## src/rtl/control_sequencer_pkg.sv

```systemverilog
//------------------------------------------------------------------------------
// control_sequencer_pkg
// Opcode class codes, SYS opcode values, field positions and FSM state encoding
// Revision: 1.0
//------------------------------------------------------------------------------
`default_nettype none

package control_sequencer_pkg;

    typedef enum logic [1:0] {
        CLS_MOV = 2'b00,
        CLS_ALU = 2'b01,
        CLS_MEM = 2'b10,
        CLS_SYS = 2'b11
    } op_class_t;

    typedef enum logic [1:0] {
        ST_FETCH  = 2'd0,
        ST_DECODE = 2'd1,
        ST_EXEC   = 2'd2,
        ST_HALT   = 2'd3
    } seq_state_t;

    localparam logic [7:0] c_op_nop = 8'hC0;
    localparam logic [7:0] c_op_hlt = 8'hFF;

    localparam int c_cls_msb      = 7;
    localparam int c_cls_lsb      = 6;
    localparam int c_dst_msb      = 5;
    localparam int c_dst_lsb      = 3;
    localparam int c_src_msb      = 2;
    localparam int c_src_lsb      = 0;
    localparam int c_mem_st_bit   = 5;
    localparam int c_mem_rsvd_bit = 4;
    localparam int c_mem_addr_msb = 3;

    function automatic logic reg_out_of_range(input logic [2:0] sel, input int num_regs);
        return (int'({29'd0, sel}) >= num_regs);
    endfunction

endpackage

`default_nettype wire

```

## src/rtl/control_sequencer_if.sv

```systemverilog
//------------------------------------------------------------------------------
// control_sequencer_if
// Instruction-fetch and data-memory handshake bundle of the sequencer
// Revision: 1.0
//------------------------------------------------------------------------------
`default_nettype none

interface control_sequencer_if #(
    parameter int PC_W = 8
);
    logic            instr_req;
    logic [PC_W-1:0] instr_addr;
    logic            instr_valid;
    logic [7:0]      instr_data;
    logic            mem_req;
    logic            mem_write;
    logic [3:0]      mem_addr;
    logic            mem_ack;

    modport master (
        output instr_req, instr_addr, mem_req, mem_write, mem_addr,
        input  instr_valid, instr_data, mem_ack
    );

    modport slave (
        input  instr_req, instr_addr, mem_req, mem_write, mem_addr,
        output instr_valid, instr_data, mem_ack
    );
endinterface

`default_nettype wire

```

## src/rtl/control_sequencer_decode.sv

```systemverilog
//------------------------------------------------------------------------------
// instr_field_decode
// Combinational opcode split into class, register/ALU/memory fields and legality
// Revision: 1.0
//------------------------------------------------------------------------------
`default_nettype none

module instr_field_decode
    import control_sequencer_pkg::*;
#(
    parameter int NUM_REGS = 4
) (
    input  wire logic [7:0] i_opcode,
    output op_class_t       o_op_class,
    output logic [2:0]      o_dst,
    output logic [2:0]      o_src,
    output logic [2:0]      o_alu,
    output logic [3:0]      o_mem_addr,
    output logic            o_mem_store,
    output logic            o_is_hlt,
    output logic            o_illegal
);

    always_comb begin
        o_op_class  = op_class_t'(i_opcode[c_cls_msb:c_cls_lsb]);
        o_dst       = i_opcode[c_dst_msb:c_dst_lsb];
        o_src       = i_opcode[c_src_msb:c_src_lsb];
        o_alu       = i_opcode[c_dst_msb:c_dst_lsb];
        o_mem_addr  = i_opcode[c_mem_addr_msb:0];
        o_mem_store = i_opcode[c_mem_st_bit];
        o_is_hlt    = (i_opcode == c_op_hlt);
        o_illegal   = 1'b0;
        case (o_op_class)
            CLS_MOV: o_illegal = reg_out_of_range(o_dst, NUM_REGS)
                               | reg_out_of_range(o_src, NUM_REGS)
                               | (o_dst == o_src);
            CLS_ALU: o_illegal = reg_out_of_range(o_src, NUM_REGS);
            CLS_MEM: o_illegal = i_opcode[c_mem_rsvd_bit];
            CLS_SYS: o_illegal = !((i_opcode == c_op_nop) || (i_opcode == c_op_hlt));
            default: o_illegal = 1'b1;
        endcase
    end

endmodule

`default_nettype wire

```

## src/rtl/control_sequencer.sv

```systemverilog
//------------------------------------------------------------------------------
// control_sequencer
// Fetch/decode/execute controller driving register-bank, ALU and memory strobes.
// Build option: CTRL_ILLEGAL_TRAP_EN -- illegal opcode halts instead of acting as NOP
// Revision: 1.0
//------------------------------------------------------------------------------
`default_nettype none

module control_sequencer
    import control_sequencer_pkg::*;
#(
    parameter int NUM_REGS = 4,
    parameter int PC_W     = 8,
    parameter int SEL_W    = 3
) (
    input  wire logic                clk,
    input  wire logic                rst,
    input  wire logic                run,
    control_sequencer_if.master      bus,
    output logic [2:0]               alu_sel,
    output logic [SEL_W-1:0]         src_sel,
    output logic [NUM_REGS-1:0]      dst_we,
    output logic                     halted,
    output logic                     illegal
);

    localparam logic [NUM_REGS-1:0] c_reg0_we = NUM_REGS'(1);

    seq_state_t            r_state;
    logic [7:0]            r_opcode;
    logic [PC_W-1:0]       r_pc;
    logic                  r_instr_req;
    logic                  r_mem_req;
    logic                  r_mem_write;
    logic [3:0]            r_mem_addr;
    logic                  r_ld_pending;
    logic [NUM_REGS-1:0]   r_dst_we;
    logic [SEL_W-1:0]      r_src_sel;
    logic [2:0]            r_alu_sel;
    logic                  r_halted;
    logic                  r_illegal;

    op_class_t             w_op_class;
    logic [2:0]            w_dst;
    logic [2:0]            w_src;
    logic [2:0]            w_alu;
    logic [3:0]            w_mem_addr;
    logic                  w_mem_store;
    logic                  w_is_hlt;
    logic                  w_illegal;
    logic                  w_accept;
    logic [NUM_REGS-1:0]   w_dst_onehot;

    instr_field_decode #(
        .NUM_REGS (NUM_REGS)
    ) u_decode (
        .i_opcode    (r_opcode),
        .o_op_class  (w_op_class),
        .o_dst       (w_dst),
        .o_src       (w_src),
        .o_alu       (w_alu),
        .o_mem_addr  (w_mem_addr),
        .o_mem_store (w_mem_store),
        .o_is_hlt    (w_is_hlt),
        .o_illegal   (w_illegal)
    );

    // The request is only ever raised in FETCH, so no state qualifier is needed.
    assign w_accept     = r_instr_req & bus.instr_valid;
    assign w_dst_onehot = c_reg0_we << w_dst;

    always_ff @(posedge clk or posedge rst) begin
        if (rst) begin
            r_state      <= ST_FETCH;
            r_opcode     <= '0;
            r_pc         <= '0;
            r_instr_req  <= 1'b0;
            r_mem_req    <= 1'b0;
            r_mem_write  <= 1'b0;
            r_mem_addr   <= '0;
            r_ld_pending <= 1'b0;
            r_dst_we     <= '0;
            r_src_sel    <= '0;
            r_alu_sel    <= '0;
            r_halted     <= 1'b0;
            r_illegal    <= 1'b0;
        end else begin
            r_dst_we <= '0;
            case (r_state)
                ST_FETCH: begin
                    if (w_accept) begin
                        r_opcode    <= bus.instr_data;
                        r_pc        <= r_pc + PC_W'(1);
                        r_instr_req <= 1'b0;
                        r_state     <= ST_DECODE;
                    end else begin
                        r_instr_req <= run;
                    end
                end
                ST_DECODE: begin
                    if (w_illegal) begin
                        r_illegal <= 1'b1;
`ifdef CTRL_ILLEGAL_TRAP_EN
                        r_halted  <= 1'b1;
                        r_state   <= ST_HALT;
`else
                        r_instr_req <= run;
                        r_state     <= ST_FETCH;
`endif
                    end else begin
                        case (w_op_class)
                            CLS_MOV: begin
                                r_src_sel <= SEL_W'(w_src);
                                r_dst_we  <= w_dst_onehot;
                                r_state   <= ST_EXEC;
                            end
                            CLS_ALU: begin
                                r_alu_sel <= w_alu;
                                r_src_sel <= SEL_W'(w_src);
                                r_dst_we  <= c_reg0_we;
                                r_state   <= ST_EXEC;
                            end
                            CLS_MEM: begin
                                r_mem_req    <= 1'b1;
                                r_mem_write  <= w_mem_store;
                                r_mem_addr   <= w_mem_addr;
                                r_ld_pending <= !w_mem_store;
                                if (w_mem_store) begin
                                    r_src_sel <= '0;
                                end
                                r_state <= ST_EXEC;
                            end
                            default: begin
                                if (w_is_hlt) begin
                                    r_halted <= 1'b1;
                                    r_state  <= ST_HALT;
                                end else begin
                                    r_instr_req <= run;
                                    r_state     <= ST_FETCH;
                                end
                            end
                        endcase
                    end
                end
                ST_EXEC: begin
                    if (!r_mem_req || bus.mem_ack) begin
                        r_mem_req    <= 1'b0;
                        r_mem_write  <= 1'b0;
                        r_mem_addr   <= '0;
                        r_ld_pending <= 1'b0;
                        r_instr_req  <= run;
                        r_state      <= ST_FETCH;
                    end
                end
                ST_HALT: begin
                    r_state <= ST_HALT;
                end
                default: begin
                    r_state <= ST_FETCH;
                end
            endcase
        end
    end

    // A load writes r0 in the very cycle the memory acknowledges it.
    assign dst_we = r_dst_we
                  | ((r_ld_pending & bus.mem_ack) ? c_reg0_we : '0);

    assign bus.instr_req  = r_instr_req;
    assign bus.instr_addr = r_pc;
    assign bus.mem_req    = r_mem_req;
    assign bus.mem_write  = r_mem_write;
    assign bus.mem_addr   = r_mem_addr;
    assign alu_sel        = r_alu_sel;
    assign src_sel        = r_src_sel;
    assign halted         = r_halted;
    assign illegal        = r_illegal;

endmodule

`default_nettype wire

```

## src/flat_wrapper.sv

```systemverilog
// flat-port wrapper written by rule: the top's interface ports become plain ports
module control_sequencer_flat import control_sequencer_pkg::*;
#(
    parameter int NUM_REGS = 4,
    parameter int PC_W     = 8,
    parameter int SEL_W    = 3
)
  (clk, rst, run, alu_sel, src_sel, dst_we, halted, illegal, bus_instr_req, bus_instr_addr, bus_mem_req, bus_mem_write, bus_mem_addr, bus_instr_valid, bus_instr_data, bus_mem_ack);
  control_sequencer_if #(.PC_W(PC_W)) bus_i ();
  input  wire logic clk;
  input  wire logic rst;
  input  wire logic run;
  output logic [2:0] alu_sel;
  output logic [SEL_W-1:0] src_sel;
  output logic [NUM_REGS-1:0] dst_we;
  output logic halted;
  output logic illegal;
  output wire logic [$bits(bus_i.instr_req)-1:0] bus_instr_req;
  output wire logic [$bits(bus_i.instr_addr)-1:0] bus_instr_addr;
  output wire logic [$bits(bus_i.mem_req)-1:0] bus_mem_req;
  output wire logic [$bits(bus_i.mem_write)-1:0] bus_mem_write;
  output wire logic [$bits(bus_i.mem_addr)-1:0] bus_mem_addr;
  input wire logic [$bits(bus_i.instr_valid)-1:0] bus_instr_valid;
  input wire logic [$bits(bus_i.instr_data)-1:0] bus_instr_data;
  input wire logic [$bits(bus_i.mem_ack)-1:0] bus_mem_ack;
  assign bus_instr_req = bus_i.instr_req;
  assign bus_instr_addr = bus_i.instr_addr;
  assign bus_mem_req = bus_i.mem_req;
  assign bus_mem_write = bus_i.mem_write;
  assign bus_mem_addr = bus_i.mem_addr;
  assign bus_i.instr_valid = bus_instr_valid;
  assign bus_i.instr_data = bus_instr_data;
  assign bus_i.mem_ack = bus_mem_ack;
  control_sequencer #(.NUM_REGS(NUM_REGS), .PC_W(PC_W), .SEL_W(SEL_W)) u_core (.clk(clk), .rst(rst), .run(run), .bus(bus_i), .alu_sel(alu_sel), .src_sel(src_sel), .dst_we(dst_we), .halted(halted), .illegal(illegal));
endmodule
```

## config.mk

```make
export PLATFORM = sky130hd
export DESIGN_NAME = control_sequencer_flat
export DESIGN_NICKNAME = d
export VERILOG_FILES = /design/src/rtl/control_sequencer_pkg.sv /design/src/rtl/control_sequencer_if.sv /design/src/rtl/control_sequencer_decode.sv /design/src/rtl/control_sequencer.sv /design/src/flat_wrapper.sv
export SDC_FILE = /design/constraint.sdc
export NUM_CORES = 1
export LEC_CHECK = 0
export ABC_AREA = 1
export CAP_MARGIN = 20
export CELL_PAD_IN_SITES_DETAIL_PLACEMENT = 0
export CELL_PAD_IN_SITES_GLOBAL_PLACEMENT = 1
export CORE_MARGIN = 8
export CORE_UTILIZATION = 40
export CTS_CLUSTER_DIAMETER = 80
export DETAILED_ROUTE_END_ITERATION = 16
export HOLD_SLACK_MARGIN = 0.02
export PLACE_DENSITY = 0.85
export SYNTH_ARGS = -nofsm -noshare
export SYNTH_HDL_FRONTEND = slang
export SYNTH_SLANG_ARGS = --single-unit
```

## constraint.sdc

```tcl
create_clock -name clk -period 4.91 [get_ports clk]
set_input_delay 0.982 -clock clk [delete_from_list [all_inputs] [get_ports clk]]
set_output_delay 0.982 -clock clk [all_outputs]
set_load 0.01 [all_outputs]
```

==> results.yml <==
critical_path:
  crit_required_ps: 3930
  r2r_cells: 8
  endpoint_kind: "output pin"
  critPathCapture: "dst_we[0]"
  cp-startpoint: "bus_mem_ack"
  path_max_fanout: 2
  startpoint_type: "input port"
  cp.arrival_ps: 2100
  critPathKind: "input port to output pin"
  worstReg2RegStart: "u_core.r_state[0]"
  reg2reg_slack_ps: 3120
  rr_endpoint: "u_core.bus.instr_addr[7]"
pwr:
  power_leakage_uw: 0.00118
  powerDensity_nw_per_um2: 593
  ir_worst_vdd_mv: 0.313
timing:
  rsz0062_at_grt: "false"
  finalCritPeriodShare: 0.628
  hold_violations: 0
  max_freq_mhz: 324
  min_period_ps: 3080
  fin_hold_ws_ps: 461
  final-max-slew-violation-count: 0
  worst_slew_pin_slew_ps: 458
  fin_setup_tns_ps: 0
  setup_ws_ps: 1830
  setup_viol: 0
  finalClockSkew_ps: 4.35
  max_slew_margin: 0.694
placement:
  dp_hpwl_um: 2850
  port_buffers: 39
  numPlacedInstances: 296
  gp_congestion: 0.833
  placedInstanceArea_um2: 2290
  preCtsSetupSlack_ps: 1820
synthesis:
  syn-num-nets: 229
  synth_flop_cell: "dfrtp_1"
  async_flop_share: 1.00
  yosysTopAreaCell: "dfrtp_1"
  ys_seq_area_frac: 0.506
  synth_area_per_cell_um2: 8.99
  yosys-top-cells-area: "dfrtp_1, nand2_1, ha_1, inv_1, nor2_1"
  synthDistinctLibCells: 27
  syn_area_um2: 1880
  yosysWarningCount: 0
  netlist_instances: 209
  synth-edff-count: 0
  synth_top_cell_area_share: 0.506
  synth_seq_cells: 38
cts:
  cts.sinks: 38
  clkTransAtPathRegs_ps: 60
  root_buffer: "clkbuf_8"
  clock_path_buffers: 2
  cts_made_buffers: 5
  clk_latency_ps: 280
  ctsResizeCount: 0
  cts_tree: "built"
  holdBufCountCts: 0
  h-tree-depth: 2
  post-cts-setup-buffer-count: 0
floorplanning:
  die_w_um: 84.5
  initial_core_util: 0.406
  die_area_um2: 7140
  die_h_um: 84.5
  rows: 25
  core_um2: 4630
  ios: 40
routing:
  wl_per_cell_um: 12.2
  route.detailed.drc: 0
  drt_first_pass_iters: 4
  via_count: 1414
  via_per_inst: 4.68
  ant_nets: 0
  drtIter0Drc: 50
  routed_wl_um: 3700
global_route:
  grt_max_degree: 39
  grt_pass1_vias: 1439
  track_usage: 0.112
  grt-ovfl-total: 0
  antenna_found_initial: 0
  grt_pass1_wl_um: 6530
outcome:
  status: "complete, no violations"
finish:
  nNetsFinal: 269
  fin_area_um2: 2370
  areaGrowthSynthToFinish_pct: 26.2
  diodes: 0
  drive_gt1_frac: 0.125
  stdcell_count: 302
min_path:
  worstHoldPathType: "flop to flop"
job:
  maxCapViolations: 0
## state kept, by name, indices dropped and copies added (netlist names), 2 cells and up
register,flops
u_core.r_state,2
u_core.alu_sel,3
u_core.bus.mem_addr,4
u_core.bus.instr_addr,8
u_core.src_sel,3
u_core.r_dst_we,4
u_core.r_opcode,8
## logic make-up after synthesis
family | after synthesis | share of synthesized area
xor+xnor | 7 | 0.0326
compound gates | 29 | 0.0939
mux | 2 | 0.0120
fa+ha+maj | 7 | 0.0466
buf+inv | 31 | 0.0773
simple gates | 95 | 0.231
flops | 38 | 0.506
## worst min path at each step
stage	startpoint	to	depth (start not counted)
5_1_grt	u_core.illegal	u_core.illegal	2
4_1_cts	u_core.illegal	u_core.illegal	2
2_1_floorplan	u_core.r_ld_pending	u_core.r_ld_pending	2
3_3_place_gp	u_core.illegal	u_core.illegal	2
3_5_place_dp	u_core.illegal	u_core.illegal	2
6_report	u_core.illegal	u_core.illegal	2
## power by group
group | internal (uW) | switching, uW | total, uW
Sequential | 431 | 112 | 542
Combinational | 305 | 352 | 658
Clock | 108 | 97.5 | 206
## synth_stat cells (all sizes together) (3+ instances only)
| library cell | count |
|---|---|
| o21ai | 18 |
| xor2 | 4 |
| nand2 | 52 |
| nor3 | 4 |
| xnor2 | 3 |
| a21oi | 9 |
| nand3 | 13 |
| inv | 24 |
| ha | 7 |
| buf | 7 |
| nor2 | 23 |
| dfrtp | 38 |
## cell usage in the layout (no fill, tap or decap)
master,instances
nor3b_1,1
a21oi_1,9
nor2_2,1
nand3_2,4
nor3_1,4
buf_4,1
nand2_1,44
dfrtp_1,38
nand3_1,9
xor2_1,4
o21a_1,1
inv_2,1
o21ai_1,8
nand2_2,7
mux2_2,2
clkbuf_8,6
xnor2_1,3
o21ai_2,7
a21o_1,1
nor2_1,22
clkdlybuf4s50_1,39
nand4_1,1
nand2_4,1
ha_1,7
or2_2,1
o21ai_0,3
inv_1,23
## metal layers
layer,global-route usage,vias to the layer above,routed length [um],part of all wire
met5,0,-,0,0
met4,0.0340,0,44,0.012
met3,0.0498,5,280,0.076
met2,0.174,34,1650,0.45
met1,0.135,636,1720,0.46
li1,-,739,-,-
## cell type report
cell class	count	area (um^2)
tap	54	67.6
sequential	38	951
multi-input combinational	140	782
fill	449	2260
timing repair buffer	40	398
clock buffer	6	82.6
inverter	24	90.1
## per-stage QoR
| stage | total power (uW) | util |
|---|---|---|
| 2_1_floorplan | 975 | - |
| 3_3_place_gp | 1200 | 0.494 |
| 3_5_place_dp | 1220 | 0.494 |
| 4_1_cts | 1430 | 0.512 |
| 5_1_grt | 1530 | 0.512 |
| 6_report | 1410 | 0.512 |
## worst max-delay path, stage by stage
cell and delay, ps:
clkdlybuf4s50_1 480, a21o_1 110, clkdlybuf4s50_1 530
Power figures use the tool's default switching activity.
==> RTL change 1, RTL diff (config.mk and constraints unchanged) <==
The 4 states of `seq_state_t` get a one-hot encoding in 4 bits.
--- a/src/rtl/control_sequencer_pkg.sv
+++ b/src/rtl/control_sequencer_pkg.sv
@@ -14,11 +14,11 @@
         CLS_SYS = 2'b11
     } op_class_t;
 
-    typedef enum logic [1:0] {
-        ST_FETCH  = 2'd0,
-        ST_DECODE = 2'd1,
-        ST_EXEC   = 2'd2,
-        ST_HALT   = 2'd3
+    typedef enum logic [3:0] {
+        ST_FETCH  = 4'b0001,
+        ST_DECODE = 4'b0010,
+        ST_EXEC   = 4'b0100,
+        ST_HALT   = 4'b1000
     } seq_state_t;
 
     localparam logic [7:0] c_op_nop = 8'hC0;
Behaviour: no difference found for any inputs over 10 cycles, from zero or initial values and one cycle with rst high; not proved beyond that.
==> RTL change 1 against the original RTL <==
  * Design area is 4.4% higher
  * Area after synthesis rose by 4.5%
  * Power shrank 5.4%
  * Worst setup slack gained 0.012 ns
  * Cell count up 8.3%
  * Routed wire length rose by 10%
  * Clock skew up 0.0023 ns
  * Sequential cell count grew 2
  * Critical endpoint unchanged
  * Largest power group unchanged
==> RTL change 1: results <==
set metrics [dict create \
    drtAntennaViolNets 0 \
    wl_per_cell_um 12.5 \
    clkSlewWorstSetupHoldPaths_ns 0.07 \
    clockRootBuffer "clkbuf_8" \
    skew_ns 0.00668 \
    ir_drop_v 0.000233 \
    slowest_delay_ns 0.52 \
    ys_top_cells_by_count "nand2_1 (55), dfrtp_1 (39), inv_1 (21), o21ai_0 (18), nor2_1 (11)" \
    min_path_type "reg2reg" \
    synthArstFlopShare_pct 100 \
    whs_endpoint "u_core.halted" \
    outcome "finished, final reports clean" \
    ys.flop_type "dfrtp_1" \
    hpwl_um 3090 \
    grt_max_degree 41 \
    h-tree-depth 2 \
    gr-usage-all-layers_pct 12.0 \
    via_per_inst 4.65 \
    synth-edff-count 0 \
    worstPathArrival_ns 2.09 \
    antenna_found_initial 0 \
    clk_latency_ns 0.29 \
    ys_warn_count 0 \
    gp_congestion 0.807 \
    nets 274 \
    hold_slack_ns 0.464 \
    leakage_nw 1.15 \
    drive_gt1_share_pct 15.0 \
    slowest_stage "clkdlybuf4s50_1" \
    first_global_vias 1525 \
    synth_seq_area_share_pct 51.1 \
    reg2reg_depth 7 \
    synth_cell_type_count 30 \
    switching_share_pct 39.4 \
    cp_top_family "buffers and inverters" \
    critPathMaxFanout 2 \
    relSlewSlack_pct 52.6 \
    diodes 0 \
    drtPass1Iterations 4 \
    hold_start "u_core.halted" \
    drtIter0Drc 107 \
    r2r-start "u_core.r_state[3]" \
    synth_area_leaders "dfrtp_1 (50%), nand2_1 (11%), o21ai_0 (4.6%), inv_1 (4.0%), o21ai_2 (3.6%)" \
    port_buffers 39 \
    grt_pass1_wl_um 7050 \
    cts_buffers 5 \
    holdPathStages 2 \
    r2r-end "u_core.bus.instr_addr[6]" \
    fillCellCount 464 \
    r2r_setup_slack_ns 2.76 \
    syn_nets 234 \
    cts_setup_buffers 0 \
]
==> RTL change 1: cell types whose count changed in the layout (fill, tap and decap cells not counted), sizes merged, moves of 2 or more <==
cell	unedited run	this run
a21oi	9	1
mux2	2	0
clkbuf	6	8
ha	7	2
o21ai	18	33
nor2	23	18
nand3	13	15
nand2	52	62
==> RTL change 1: how the worst max path moves through the flow <==
| stage | from | end | slack, ns | cells after the start |
|---|---|---|---|---|
| 5_1_grt | bus_mem_ack | dst_we[0] | 1.82 | 3 |
| 2_1_floorplan | bus_mem_ack | dst_we[0] | 2.78 | 1 |
| 4_1_cts | bus_mem_ack | dst_we[0] | 1.83 | 3 |
| 3_5_place_dp | bus_mem_ack | dst_we[0] | 1.84 | 3 |
| 3_3_place_gp | bus_mem_ack | dst_we[0] | 1.84 | 3 |
| 6_report | bus_mem_ack | dst_we[0] | 1.84 | 3 |
==> RTL change 1: cell type report <==
| cell class | count | area, um2 | share of cell area, % |
|---|---|---|---|
| sequential | 40 | 1000 | 40.5 |
| clock buffer | 8 | 90.1 | 3.64 |
| timing repair buffer | 40 | 398 | 16.1 |
| tap | 67 | 83.8 | 3.39 |
| inverter | 24 | 90.1 | 3.64 |
| multi-input combinational | 148 | 811 | 32.8 |
==> RTL change 1: through the flow <==
step | instances | worst slack [ns] | utilization [%] | instance area, um2 | power, W
6_report | 327 | 1.84 | 52.4 | 2470 | 0.00133
5_1_grt | 327 | 1.82 | 52.4 | 2470 | 0.00144
4_1_cts | 327 | 1.83 | 52.4 | 2470 | 0.00134
3_5_place_dp | 319 | 1.84 | 50.5 | 2380 | 0.00111
3_3_place_gp | 319 | 1.84 | 50.5 | 2380 | 0.00111
2_1_floorplan | 219 | 2.78 | - | 1960 | 0.000888
==> RTL change 1: power groups by stage <==
stage	sequential, W	clock [W]	combinational (W)
final	0.000547	0.000226	0.000558
after detailed placement	0.000551	0	0.000564
after global placement	0.000551	0	0.000555
after global routing	0.000562	0.000245	0.000629
after floorplan	0.000561	0	0.000327
after CTS	0.000547	0.000229	0.000566
==> RTL change 1: kinds of logic after synthesis <==
kind of cell               count (synthesis)  share of synthesized area [%]
adders and majority gates                  2                           1.28
buffers and inverters                     31                           7.59
xor gates and xnor gates                   7                           3.13
DFF                                       40                           51.1
AOI/OAI and AO/OA                         36                           10.9
and+or+nand+nor                          103                           26.0
==> RTL change 1: worst min-delay path: stages (launching register included) <==
cell     delay (ns)
dfrtp_1        0.34
inv_1          0.04
nand2_1        0.05
==> RTL change 1: layer usage <==
metal | global-route usage (%) | wire length, um | vias to the layer above | part of all wire (%)
met3 | 4.01 | 281 | 7 | 6.9
met4 | 5.25 | 63 | 0 | 1.5
met5 | 0 | 0 | - | 0
met1 | 14.7 | 1890 | 692 | 46
met2 | 18.7 | 1850 | 36 | 45
li1 | - | - | 784 | -
==> RTL change 2, RTL diff (config.mk and constraints unchanged) <==
Without the edit above. Add a define of `CTRL_ILLEGAL_TRAP_EN`.
--- a/src/rtl/control_sequencer.sv
+++ b/src/rtl/control_sequencer.sv
@@ -5,6 +5,8 @@
 // Revision: 1.0
 //------------------------------------------------------------------------------
 `default_nettype none
+
+`define CTRL_ILLEGAL_TRAP_EN
 
 module control_sequencer
     import control_sequencer_pkg::*;
Check against the original RTL: not equivalent (Yosys sat finds a counterexample within 4 cycles, from zero or initial values and one cycle with rst high).
==> RTL change 2 against the original RTL <==
  * Sequential cell count unchanged
  * Count of clock-buffer cells in the layout rose by 1
  * Area after synthesis is 0.87% lower
  * Global-route usage up 0.41 points
  * Critical path type unchanged
  * Cell count increased by 0.66%
  * Routed wire length rose by 4.0%
  * Critical endpoint unchanged
  * Via count increased by 3.8%
  * Synthesized cell count down 0.48%
  * Design area is the same
  * Non-clock buffer count did not move
  * Worst setup slack worse by 0.0069 ns
Power is not compared: it rests on default switching activity, and its combinational part moved more than twofold at a synthesized area within 25%.
==> RTL change 2: results <==
set metrics [dict create \
    outcome "finished, final reports clean" \
    leakage_nw 1.24 \
    synth_seq_area_share_pct 51.1 \
    r2r_setup_slack_ns 2.93 \
    ctsResizeCount 0 \
    ys_top_cells_by_count "nand2_1 (44), dfrtp_1 (38), nor2_1 (23), inv_1 (22), a21oi_1 (10)" \
    ys_warn_count 0 \
    ir_drop_v 0.000110 \
    fillCellCount 454 \
    min_path_type "reg2reg" \
    dp_slack_ns 1.81 \
    synth_area_leaders "dfrtp_1 (51%), nand2_1 (8.9%), nor2_1 (4.6%), inv_1 (4.4%), ha_1 (4.0%)" \
    gp_congestion 0.831 \
    clock_path_buffers 2 \
    via_per_inst 4.83 \
    synthArstFlopShare_pct 100 \
    grt_pass1_wl_um 6830 \
    cts_buffers 5 \
    synth_top_area_share_pct 51.1 \
    placed_area_mm2 0.00228 \
    clkSlewWorstSetupHoldPaths_ns 0.07 \
    worstPathArrival_ns 2.11 \
    gr-usage-all-layers_pct 11.6 \
    wl_per_cell_um 12.6 \
    grt_max_degree 39 \
    worst_slew_pin_slew_ns 0.611 \
    skew_ns 0.00422 \
    drtIter0Drc 52 \
    cts_setup_buffers 0 \
    reg2reg_depth 8 \
    h-tree-depth 2 \
    hpwl_um 2880 \
    fin_crit_ns 3.09 \
    slowest_delay_ns 0.52 \
    slowest_stage "clkdlybuf4s50_1" \
    first_global_vias 1482 \
    syn_nets 227 \
    nets 268 \
    drive_gt1_share_pct 12.4 \
    drtPass1Iterations 4 \
    holdPathStages 2 \
    synth_cell_type_count 26 \
    diodes 0 \
    final_area_mm2 0.00237 \
    antenna_found_initial 0 \
    critPathMaxFanout 2 \
]
-- RTL change 2: changes by cell type after synthesis, moves of 2 or more --
cell	delta
o21ai_0	+4
nand2_4	+2
nor3_1	-2
buf_6	-2
o21ai_1	-2
nand3_2	-2
-- RTL change 2: cell families after synthesis --
family,share of synthesized area [%]
AO/OA/AOI/OAI,10.3
buffers and inverters,7.86
flip-flops,51.1
XOR/XNOR,3.29
AND/OR/NAND/NOR,22.8
adder cells (fa/ha/maj),4.03
multiplexers,0.605
-- RTL change 2: report_power, final --
part	leakage (nW)	internal [W]	switching [W]
clock	0.0482	0.000113	0.000104
combinational	0.721	0.00000895	0.00000746
sequential	0.468	0.000313	0
-- RTL change 2: worst paths after layout --
| path | start | endpoint |
|---|---|---|
| max | bus_mem_ack | dst_we[0] |
| min | u_core.halted | u_core.halted |
| max reg2reg | u_core.r_state[0] | u_core.bus.instr_addr[7] |
| min reg2reg | u_core.halted | u_core.halted |
| max in group asynchronous | rst | u_core.bus.instr_addr[1] |
| min in group asynchronous | rst | u_core.bus.instr_addr[7] |
-- RTL change 2: area by class of cell --
type	count	area share, %
Clock inverter	1	0.211
Tap cell	54	2.85
Multi-Input combinational cell	139	32.2
Sequential cell	38	40.1
Inverter	25	4.17
Clock buffer	7	3.64
Timing Repair Buffer	40	16.8
-- RTL change 2: layer usage --
metal,wire length (um),global-route usage (%)
met5,0,0
met4,35,3.30
met3,185,4.65
met2,1730,17.7
met1,1890,14.7
-- RTL change 2: worst reg2reg max path: stages (launching register included) --
cell	delay, ns
dfrtp_1	0.40
inv_1	0.11
ha_1	0.22
nand2_1	0.38
nor2_1	0.29
nand2_1	0.07
nor2_1	0.16
nand3_1	0.11
xnor2_1	0.14
-- RTL change 2: metrics by stage --
step,total power [W],hold WS (ns),instances
finish,0.000546,0.466,304
global placement,0.000336,0.450,296
global route,0.000573,0.504,304
CTS,0.000555,0.472,304
detailed placement,0.000336,0.452,296
floorplan,0.000324,0.455,208
